[src/rtl/seq_muldiv_unit_if.sv]
// seq_muldiv_unit_if: issue/result bundle between the core decoder and the
// multi-cycle multiply/divide unit.
//
// Handshake: the master raises start with op/sgn/a/b valid; the unit takes
// them on a rising edge where busy==0 and ignores start while busy==1.
// done is a one-cycle pulse, and res_lo/res_hi/flag_c/flag_dz are valid in
// that cycle. The result registers keep their values until the next done.
interface seq_muldiv_unit_if #(
    parameter int WIDTH = 8
);
    logic             start;
    logic             op;
    logic             sgn;
    logic [WIDTH-1:0] a;
    logic [WIDTH-1:0] b;
    logic             busy;
    logic             done;
    logic [WIDTH-1:0] res_lo;
    logic [WIDTH-1:0] res_hi;
    logic             flag_c;
    logic             flag_dz;

    modport master (
        output start, op, sgn, a, b,
        input  busy, done, res_lo, res_hi, flag_c, flag_dz
    );

    modport slave (
        input  start, op, sgn, a, b,
        output busy, done, res_lo, res_hi, flag_c, flag_dz
    );
endinterface

[src/rtl/seq_muldiv_unit.sv]
// seq_muldiv_unit: sequential multiply (shift-add) and divide (restoring).
// The unit handles one bit per clock and uses a start/busy/done handshake.
// Optional feature macro: MULDIV_SIGNED_EN. When it is defined, sgn=1 selects
// signed operands: magnitudes are taken at capture and the result signs are
// fixed on entry to DONE. When it is undefined, sgn is ignored.
module seq_muldiv_unit #(
    parameter int WIDTH     = 8,
    parameter bit FAST_ZERO = 1'b1
) (
    input  logic               clk,
    input  logic               rst,
    seq_muldiv_unit_if.slave   bus,
    output logic [1:0]         dbg_state_o
);
    localparam int CW = $clog2(WIDTH + 1);

    typedef enum logic [1:0] {
        S_IDLE = 2'd0,
        S_RUN  = 2'd1,
        S_DONE = 2'd2
    } state_t;

    state_t             state_q;
    logic [CW-1:0]      cnt_q;
    logic [2*WIDTH-1:0] acc_q;     // mul: {partial high, multiplier}; div: {remainder, dividend/quotient}
    logic [WIDTH-1:0]   opb_q;     // multiplicand or divisor magnitude
    logic               op_q;
    logic               busy_q, done_q, flag_c_q, flag_dz_q;
    logic [WIDTH-1:0]   res_lo_q, res_hi_q;

    logic [WIDTH-1:0]   mag_a, mag_b;
    logic               fast_c;
    logic [WIDTH:0]     sum;
    logic [WIDTH:0]     trial;
    logic [WIDTH-1:0]   diff;
    logic               ge;
    logic [2*WIDTH-1:0] acc_nx;
    logic [2*WIDTH-1:0] prod;
    logic [WIDTH-1:0]   quo, rem;
    logic [WIDTH-1:0]   fin_lo, fin_hi;
    logic               fin_c;

`ifdef MULDIV_SIGNED_EN
    logic sgn_q, neg_lo_q, neg_hi_q, ovf_q;
    logic neg_lo_c, neg_hi_c, ovf_c;

    // Operand magnitudes and sign bookkeeping at the capture edge
    always_comb begin
        mag_a    = (bus.sgn && bus.a[WIDTH-1]) ? (-bus.a) : bus.a;
        mag_b    = (bus.sgn && bus.b[WIDTH-1]) ? (-bus.b) : bus.b;
        neg_lo_c = bus.sgn && (bus.a[WIDTH-1] ^ bus.b[WIDTH-1]);
        neg_hi_c = bus.sgn && bus.a[WIDTH-1];
        ovf_c    = bus.sgn && bus.op && (bus.a == {1'b1, {(WIDTH-1){1'b0}}}) && (bus.b == '1);
    end
`else
    logic unused_sgn;
    assign unused_sgn = bus.sgn;

    // Unsigned-only build: operands pass straight through
    always_comb begin
        mag_a = bus.a;
        mag_b = bus.b;
    end
`endif

    // The fast path finishes in one edge: divide by zero always, and a zero multiply operand when FAST_ZERO=1
    always_comb begin
        fast_c = bus.op ? (bus.b == '0) : (FAST_ZERO && ((bus.a == '0) || (bus.b == '0)));
    end

    // One iteration of the datapath, plus the results that load on entry to DONE
    always_comb begin
        sum    = {1'b0, acc_q[2*WIDTH-1:WIDTH]} + (acc_q[0] ? {1'b0, opb_q} : '0);
        trial  = acc_q[2*WIDTH-1:WIDTH-1];
        ge     = (trial >= {1'b0, opb_q});
        diff   = trial[WIDTH-1:0] - opb_q;
        acc_nx = op_q ? {(ge ? diff : trial[WIDTH-1:0]), acc_q[WIDTH-2:0], ge}
                      : {sum, acc_q[WIDTH-1:1]};
        prod   = acc_nx;
        quo    = acc_nx[WIDTH-1:0];
        rem    = acc_nx[2*WIDTH-1:WIDTH];
`ifdef MULDIV_SIGNED_EN
        if (neg_lo_q) prod = -acc_nx;
        if (neg_lo_q) quo  = -acc_nx[WIDTH-1:0];
        if (neg_hi_q) rem  = -acc_nx[2*WIDTH-1:WIDTH];
`endif
        if (op_q) begin
            fin_lo = quo;
            fin_hi = rem;
            fin_c  = (rem != '0);
`ifdef MULDIV_SIGNED_EN
            fin_c  = fin_c || ovf_q;
`endif
        end else begin
            fin_lo = prod[WIDTH-1:0];
            fin_hi = prod[2*WIDTH-1:WIDTH];
            fin_c  = (fin_hi != '0);
`ifdef MULDIV_SIGNED_EN
            if (sgn_q) fin_c = (fin_hi != {WIDTH{fin_lo[WIDTH-1]}});
`endif
        end
    end

    // Control FSM with registered handshake outputs and result registers
    always_ff @(posedge clk or posedge rst) begin
        if (rst) begin
            state_q   <= S_IDLE;
            cnt_q     <= '0;
            acc_q     <= '0;
            opb_q     <= '0;
            op_q      <= 1'b0;
            busy_q    <= 1'b0;
            done_q    <= 1'b0;
            flag_c_q  <= 1'b0;
            flag_dz_q <= 1'b0;
            res_lo_q  <= '0;
            res_hi_q  <= '0;
`ifdef MULDIV_SIGNED_EN
            sgn_q     <= 1'b0;
            neg_lo_q  <= 1'b0;
            neg_hi_q  <= 1'b0;
            ovf_q     <= 1'b0;
`endif
        end else begin
            done_q <= 1'b0;
            case (state_q)
                S_IDLE, S_DONE: begin
                    if (bus.start) begin
                        op_q  <= bus.op;
                        opb_q <= bus.op ? mag_b : mag_a;
                        acc_q <= {{WIDTH{1'b0}}, (bus.op ? mag_a : mag_b)};
`ifdef MULDIV_SIGNED_EN
                        sgn_q    <= bus.sgn;
                        neg_lo_q <= neg_lo_c;
                        neg_hi_q <= neg_hi_c;
                        ovf_q    <= ovf_c;
`endif
                        if (fast_c) begin
                            state_q   <= S_DONE;
                            done_q    <= 1'b1;
                            res_lo_q  <= bus.op ? '1 : '0;
                            res_hi_q  <= bus.op ? bus.a : '0;
                            flag_c_q  <= bus.op;
                            flag_dz_q <= bus.op;
                        end else begin
                            state_q <= S_RUN;
                            busy_q  <= 1'b1;
                            cnt_q   <= CW'(WIDTH);
                        end
                    end else begin
                        state_q <= S_IDLE;
                    end
                end
                S_RUN: begin
                    // When the counter reaches zero on this edge, it was the last iteration
                    acc_q <= acc_nx;
                    cnt_q <= cnt_q - CW'(1);
                    if (cnt_q == CW'(1)) begin
                        state_q   <= S_DONE;
                        busy_q    <= 1'b0;
                        done_q    <= 1'b1;
                        res_lo_q  <= fin_lo;
                        res_hi_q  <= fin_hi;
                        flag_c_q  <= fin_c;
                        flag_dz_q <= 1'b0;
                    end
                end
                default: state_q <= S_IDLE;
            endcase
        end
    end

    assign bus.busy    = busy_q;
    assign bus.done    = done_q;
    assign bus.res_lo  = res_lo_q;
    assign bus.res_hi  = res_hi_q;
    assign bus.flag_c  = flag_c_q;
    assign bus.flag_dz = flag_dz_q;
    assign dbg_state_o = state_q;
endmodule

[src/flat_wrapper.sv]
// flat-port wrapper written by rule: the top's interface ports become plain ports
module seq_muldiv_unit_flat 
#(
    parameter int WIDTH     = 8,
    parameter bit FAST_ZERO = 1'b1
)
  (clk, rst, dbg_state_o, bus_start, bus_op, bus_sgn, bus_a, bus_b, bus_busy, bus_done, bus_res_lo, bus_res_hi, bus_flag_c, bus_flag_dz);
  seq_muldiv_unit_if #(.WIDTH(WIDTH)) bus_i ();
  input  logic clk;
  input  logic rst;
  output logic [1:0] dbg_state_o;
  input wire logic [$bits(bus_i.start)-1:0] bus_start;
  input wire logic [$bits(bus_i.op)-1:0] bus_op;
  input wire logic [$bits(bus_i.sgn)-1:0] bus_sgn;
  input wire logic [$bits(bus_i.a)-1:0] bus_a;
  input wire logic [$bits(bus_i.b)-1:0] bus_b;
  output wire logic [$bits(bus_i.busy)-1:0] bus_busy;
  output wire logic [$bits(bus_i.done)-1:0] bus_done;
  output wire logic [$bits(bus_i.res_lo)-1:0] bus_res_lo;
  output wire logic [$bits(bus_i.res_hi)-1:0] bus_res_hi;
  output wire logic [$bits(bus_i.flag_c)-1:0] bus_flag_c;
  output wire logic [$bits(bus_i.flag_dz)-1:0] bus_flag_dz;
  assign bus_i.start = bus_start;
  assign bus_i.op = bus_op;
  assign bus_i.sgn = bus_sgn;
  assign bus_i.a = bus_a;
  assign bus_i.b = bus_b;
  assign bus_busy = bus_i.busy;
  assign bus_done = bus_i.done;
  assign bus_res_lo = bus_i.res_lo;
  assign bus_res_hi = bus_i.res_hi;
  assign bus_flag_c = bus_i.flag_c;
  assign bus_flag_dz = bus_i.flag_dz;
  seq_muldiv_unit #(.WIDTH(WIDTH), .FAST_ZERO(FAST_ZERO)) u_core (.clk(clk), .rst(rst), .bus(bus_i), .dbg_state_o(dbg_state_o));
endmodule
[config.mk]
export PLATFORM = sky130hd
export DESIGN_NAME = seq_muldiv_unit_flat
export DESIGN_NICKNAME = d
export VERILOG_FILES = /design/src/rtl/seq_muldiv_unit_if.sv /design/src/rtl/seq_muldiv_unit.sv /design/src/flat_wrapper.sv
export SDC_FILE = /design/constraint.sdc
export NUM_CORES = 1
export LEC_CHECK = 0
export BUFFER_PORTS_ARGS = -buffer_cell sky130_fd_sc_hd__buf_2
export CORE_MARGIN = 2
export CORE_UTILIZATION = 55
export DETAILED_ROUTE_END_ITERATION = 12
export PLACE_DENSITY = 0.77
export SYNTH_ARGS = -nofsm -noshare
export SYNTH_HDL_FRONTEND = slang
export SYNTH_SLANG_ARGS = --single-unit
[constraint.sdc]
create_clock -name clk -period 3.4 [get_ports clk]
set_input_delay 0.51 -clock clk [delete_from_list [all_inputs] [get_ports clk]]
set_output_delay 0.51 -clock clk [all_outputs]
set_load 0.005 [all_outputs]
==> impl_metrics.py <==
metrics = {
    "status": {
        "outcome": "completed",
    },
    "timing": {
        "slew_violations": 0,
        "rsz0062_at_grt": "no",
        "fin_crit_sh_pct": 92.86,
        "timing.hold.ws_ns": 0.4518,
        "hold_viol": 0,
        "finalSetupViolations": 0,
        "clock_skew_ns": 0.007190,
        "setup_tns_ns": 0,
        "tightest_slew_ns": 1.041,
        "maxSlewHeadroom_pct": 30.47,
        "fin_crit_ns": 3.157,
        "max_freq_mhz": 316.7,
    },
    "setup_path": {
        "r2r-start": "u_core.acc_q[0]",
        "cp.arrival_ns": 3.35,
        "ff2ff_setup_slack_ns": 0.24,
        "start_kind": "flop",
        "path_class": "flop to flop",
        "critPathLaunch": "u_core.acc_q[0]",
        "endpoint": "u_core.bus.flag_c",
        "path_max_fanout": 10,
        "critPathMaxStageDelay_ns": 0.49,
        "r2r-end": "u_core.bus.flag_c",
        "cp_cell_sequence": "and2_1 -> ha_1 -> fa_1 -> nand3_1 -> a21boi_1 -> nor4bb_1 -> nor4_1 -> o221ai_1 -> or3_1 -> nor4b_2 -> a31oi_1",
        "reg2reg_depth": 11,
        "cp.required_ns": 3.59,
        "slowest_stage": "dfrtp_1",
        "critPathCaptureType": "flop",
    },
    "placed_design": {
        "portBuffers": 41,
        "dp.cells": 470,
        "dp_hpwl_mm": 6.060,
        "place_area_sq_um": 3596,
        "gp_congestion": 0.8359,
    },
    "global_routing": {
        "grt_usage_pct": 25.84,
        "grt_pass1_vias": 2703,
        "grt_pass1_wl_mm": 13.15,
        "grt_max_degree": 52,
        "grt_overflow": 0,
        "grt_antenna_before_repair": 0,
    },
    "cts": {
        "path_clk_slew_ns": 0.09,
        "cts.repair.resized": 0,
        "cts_buffer_depth": 2,
        "root_buffer": "clkbuf_8",
        "clock-sinks": 51,
        "cts_tree": "yes",
        "post_cts_buffers": 0,
        "numCtsBuffers": 5,
        "htree_num_levels": 2,
        "clock_latency_ns": 0.31,
        "cts_hold_buf": 0,
    },
    "floorplan": {
        "die_width_um": 81.81,
        "std_cell_rows": 28,
        "placeableCoreArea_sq_um": 5886,
        "dieArea_sq_um": 6692,
        "io-pin-count": 43,
        "start_util_pct": 56.57,
        "die_y_um": 81.81,
    },
    "synthesis": {
        "synthSimpleGateAreaFrac_pct": 17.40,
        "async_reset_ff_share_pct": 100.0,
        "syn_avg_cell_area_sq_um": 9.097,
        "yosys.area_share.adder_pct": 7.967,
        "synth-seq-cells": 51,
        "synthMuxAreaShare_pct": 6.915,
        "synth_flop_cell": "dfrtp_1",
        "ys_seq_area_share_pct": 38.33,
        "synth_edf_count": 0,
        "syn_nets": 407,
        "synth_top_family_by_area": "compound AO/OA/AOI/OAI gates",
        "ys_types": 54,
        "synth-compound-area-share_pct": 22.62,
        "netlist_area_sq_um": 3329,
        "synth_cells": 366,
        "synthXorXnorAreaFrac_pct": 2.631,
        "ys.warnings.count": 0,
    },
    "finish": {
        "fin_cells": 478,
        "final_cell_mix": "51 x dfrtp_1, 49 x nand2_1, 41 x buf_2",
        "final_nets": 443,
        "final_layout_size_suffix_gt1_share_pct": 17.62,
        "area_growth_pct": 11.54,
        "layout.cells.most_common": "dfrtp_1",
        "num_antenna_cells": 0,
        "design_area_sq_um": 3714,
    },
    "worst_hold_path": {
        "hp-class": "input pin to asynchronous set/reset pin",
    },
    "pwr": {
        "ir_drop_uv": 701.2,
        "p_seq_share_pct": 27.7,
        "p_int_mw": 2.214,
        "leakage_nw": 1.766,
        "p_sw_share_pct": 46.77,
        "pwr-share-clk_pct": 10.4,
        "combPwrFrac_pct": 61.8,
        "total_power_mw": 4.158,
        "powerDensity_nw_per_um2": 1120,
        "p_sw_mw": 1.945,
    },
    "detailed_routing": {
        "avgRoutedWirePerCell_um": 16.63,
        "drt_pass1_iterations": 5,
        "top_layer": "met4",
        "wl_met3_um": 457,
        "drt_drc_violations_left": 0,
        "routed_wirelength_mm": 7.951,
        "ant_nets": 0,
        "wl_met1_mm": 3.693,
        "drt_iter0_markers": 168,
        "met2WireLength_mm": 3.681,
        "vias": 2894,
        "viasPerCell": 6.054,
    },
    "flow_run": {
        "drv_cap": 0,
    },
}
## cells by family (layout without fill, tap and decap cells)
family	Yosys count	in the layout
AOI/OAI and AO/OA	110	110
xor gates and xnor gates	10	10
adders and majority gates	20	20
buffers and inverters	34	71
DFF	51	51
muxes	22	22
and+or+nand+nor	119	119
## synth_stat cells, types with 3 or more instances
library cell / count / area share [%]
mux2_2: 8 / 2.7
ha_1: 18 / 6.8
nand2b_1: 5 / 0.94
o21a_1: 6 / 1.4
o31ai_1: 9 / 2.0
a211oi_1: 10 / 2.3
and2_1: 9 / 1.7
nand2_1: 49 / 5.5
nor2_1: 26 / 2.9
o22ai_1: 8 / 1.5
xor2_1: 5 / 1.3
nor2b_1: 9 / 1.7
a22o_1: 3 / 0.79
a21o_1: 5 / 1.1
a21oi_1: 12 / 1.8
o21ai_0: 29 / 4.4
clkbuf_1: 9 / 1.0
inv_1: 17 / 1.9
nor4_1: 6 / 1.1
xnor2_1: 5 / 1.3
o21ai_1: 3 / 0.45
nor3_1: 3 / 0.45
mux2i_1: 14 / 4.2
a22oi_1: 3 / 0.68
buf_1: 5 / 0.56
o211ai_1: 4 / 0.90
dfrtp_1: 51 / 38
## layout make-up
class	count	area, sq um
repair buffers	46	242.7
clock buffers	6	82.58
clock inverters	2	35.03
inverters	17	63.81
fillers	515	2172
flip-flops and latches	51	1276
well taps	75	93.84
multi-input cells	281	1919
## power groups by stage
stage	combinational, mW	clock [mW]	sequential, mW
2_1_floorplan	1.96	0	1.09
3_3_place_gp	2.45	0	1.15
3_5_place_dp	2.54	0	1.16
4_1_cts	2.56	0.439	1.15
5_1_grt	2.87	0.457	1.20
6_report	2.57	0.433	1.15
## sequential cells by signal, summed over array words and instances (netlist names)
name,count
u_core.cnt_q,4
u_core.bus.res_lo,8
u_core.bus.flag_dz,1
u_core.bus.done,1
u_core.bus.busy,1
u_core.bus.res_hi,8
u_core.op_q,1
u_core.dbg_state_o,2
u_core.bus.flag_c,1
u_core.acc_q,16
u_core.opb_q,8
## routing by layer
layer / track usage [%] / up-vias
met3: 3.846 / 11
met5: 0 / -
met1: 36.65 / 1386
met2: 40.81 / 111
met4: 8.333 / 0
li1: - / 1386
## critical path, delay by kind of cell (launching register included)
kind | cells | cell delay (ns)
and+or+nand+nor | 6 | 1.42
DFF | 1 | 0.49
adders and majority gates | 2 | 0.64
AOI/OAI and AO/OA | 3 | 0.49
## metrics by stage
step,setup WS [ns],util [%]
6_report,0.2427,63.10
5_1_grt,0.01361,63.10
4_1_cts,0.2639,63.10
3_5_place_dp,0.2798,61.10
3_3_place_gp,0.3553,61.10
2_1_floorplan,0.6993,-
## how the worst min path moves through the flow
stage / from / slack [ns] / to / cells past startpoint
6_report: rst / 0.45 / u_core.bus.res_lo[3] / 2
5_1_grt: u_core.bus.res_lo[1] / 0.52 / u_core.bus.res_lo[1] / 2
4_1_cts: rst / 0.48 / u_core.bus.res_lo[2] / 2
3_5_place_dp: u_core.bus.res_lo[4] / 0.46 / u_core.bus.res_lo[4] / 2
3_3_place_gp: u_core.bus.res_lo[4] / 0.45 / u_core.bus.res_lo[4] / 2
2_1_floorplan: u_core.opb_q[7] / 0.46 / u_core.opb_q[7] / 2
No activity file was read; power rests on OpenSTA's default activity.
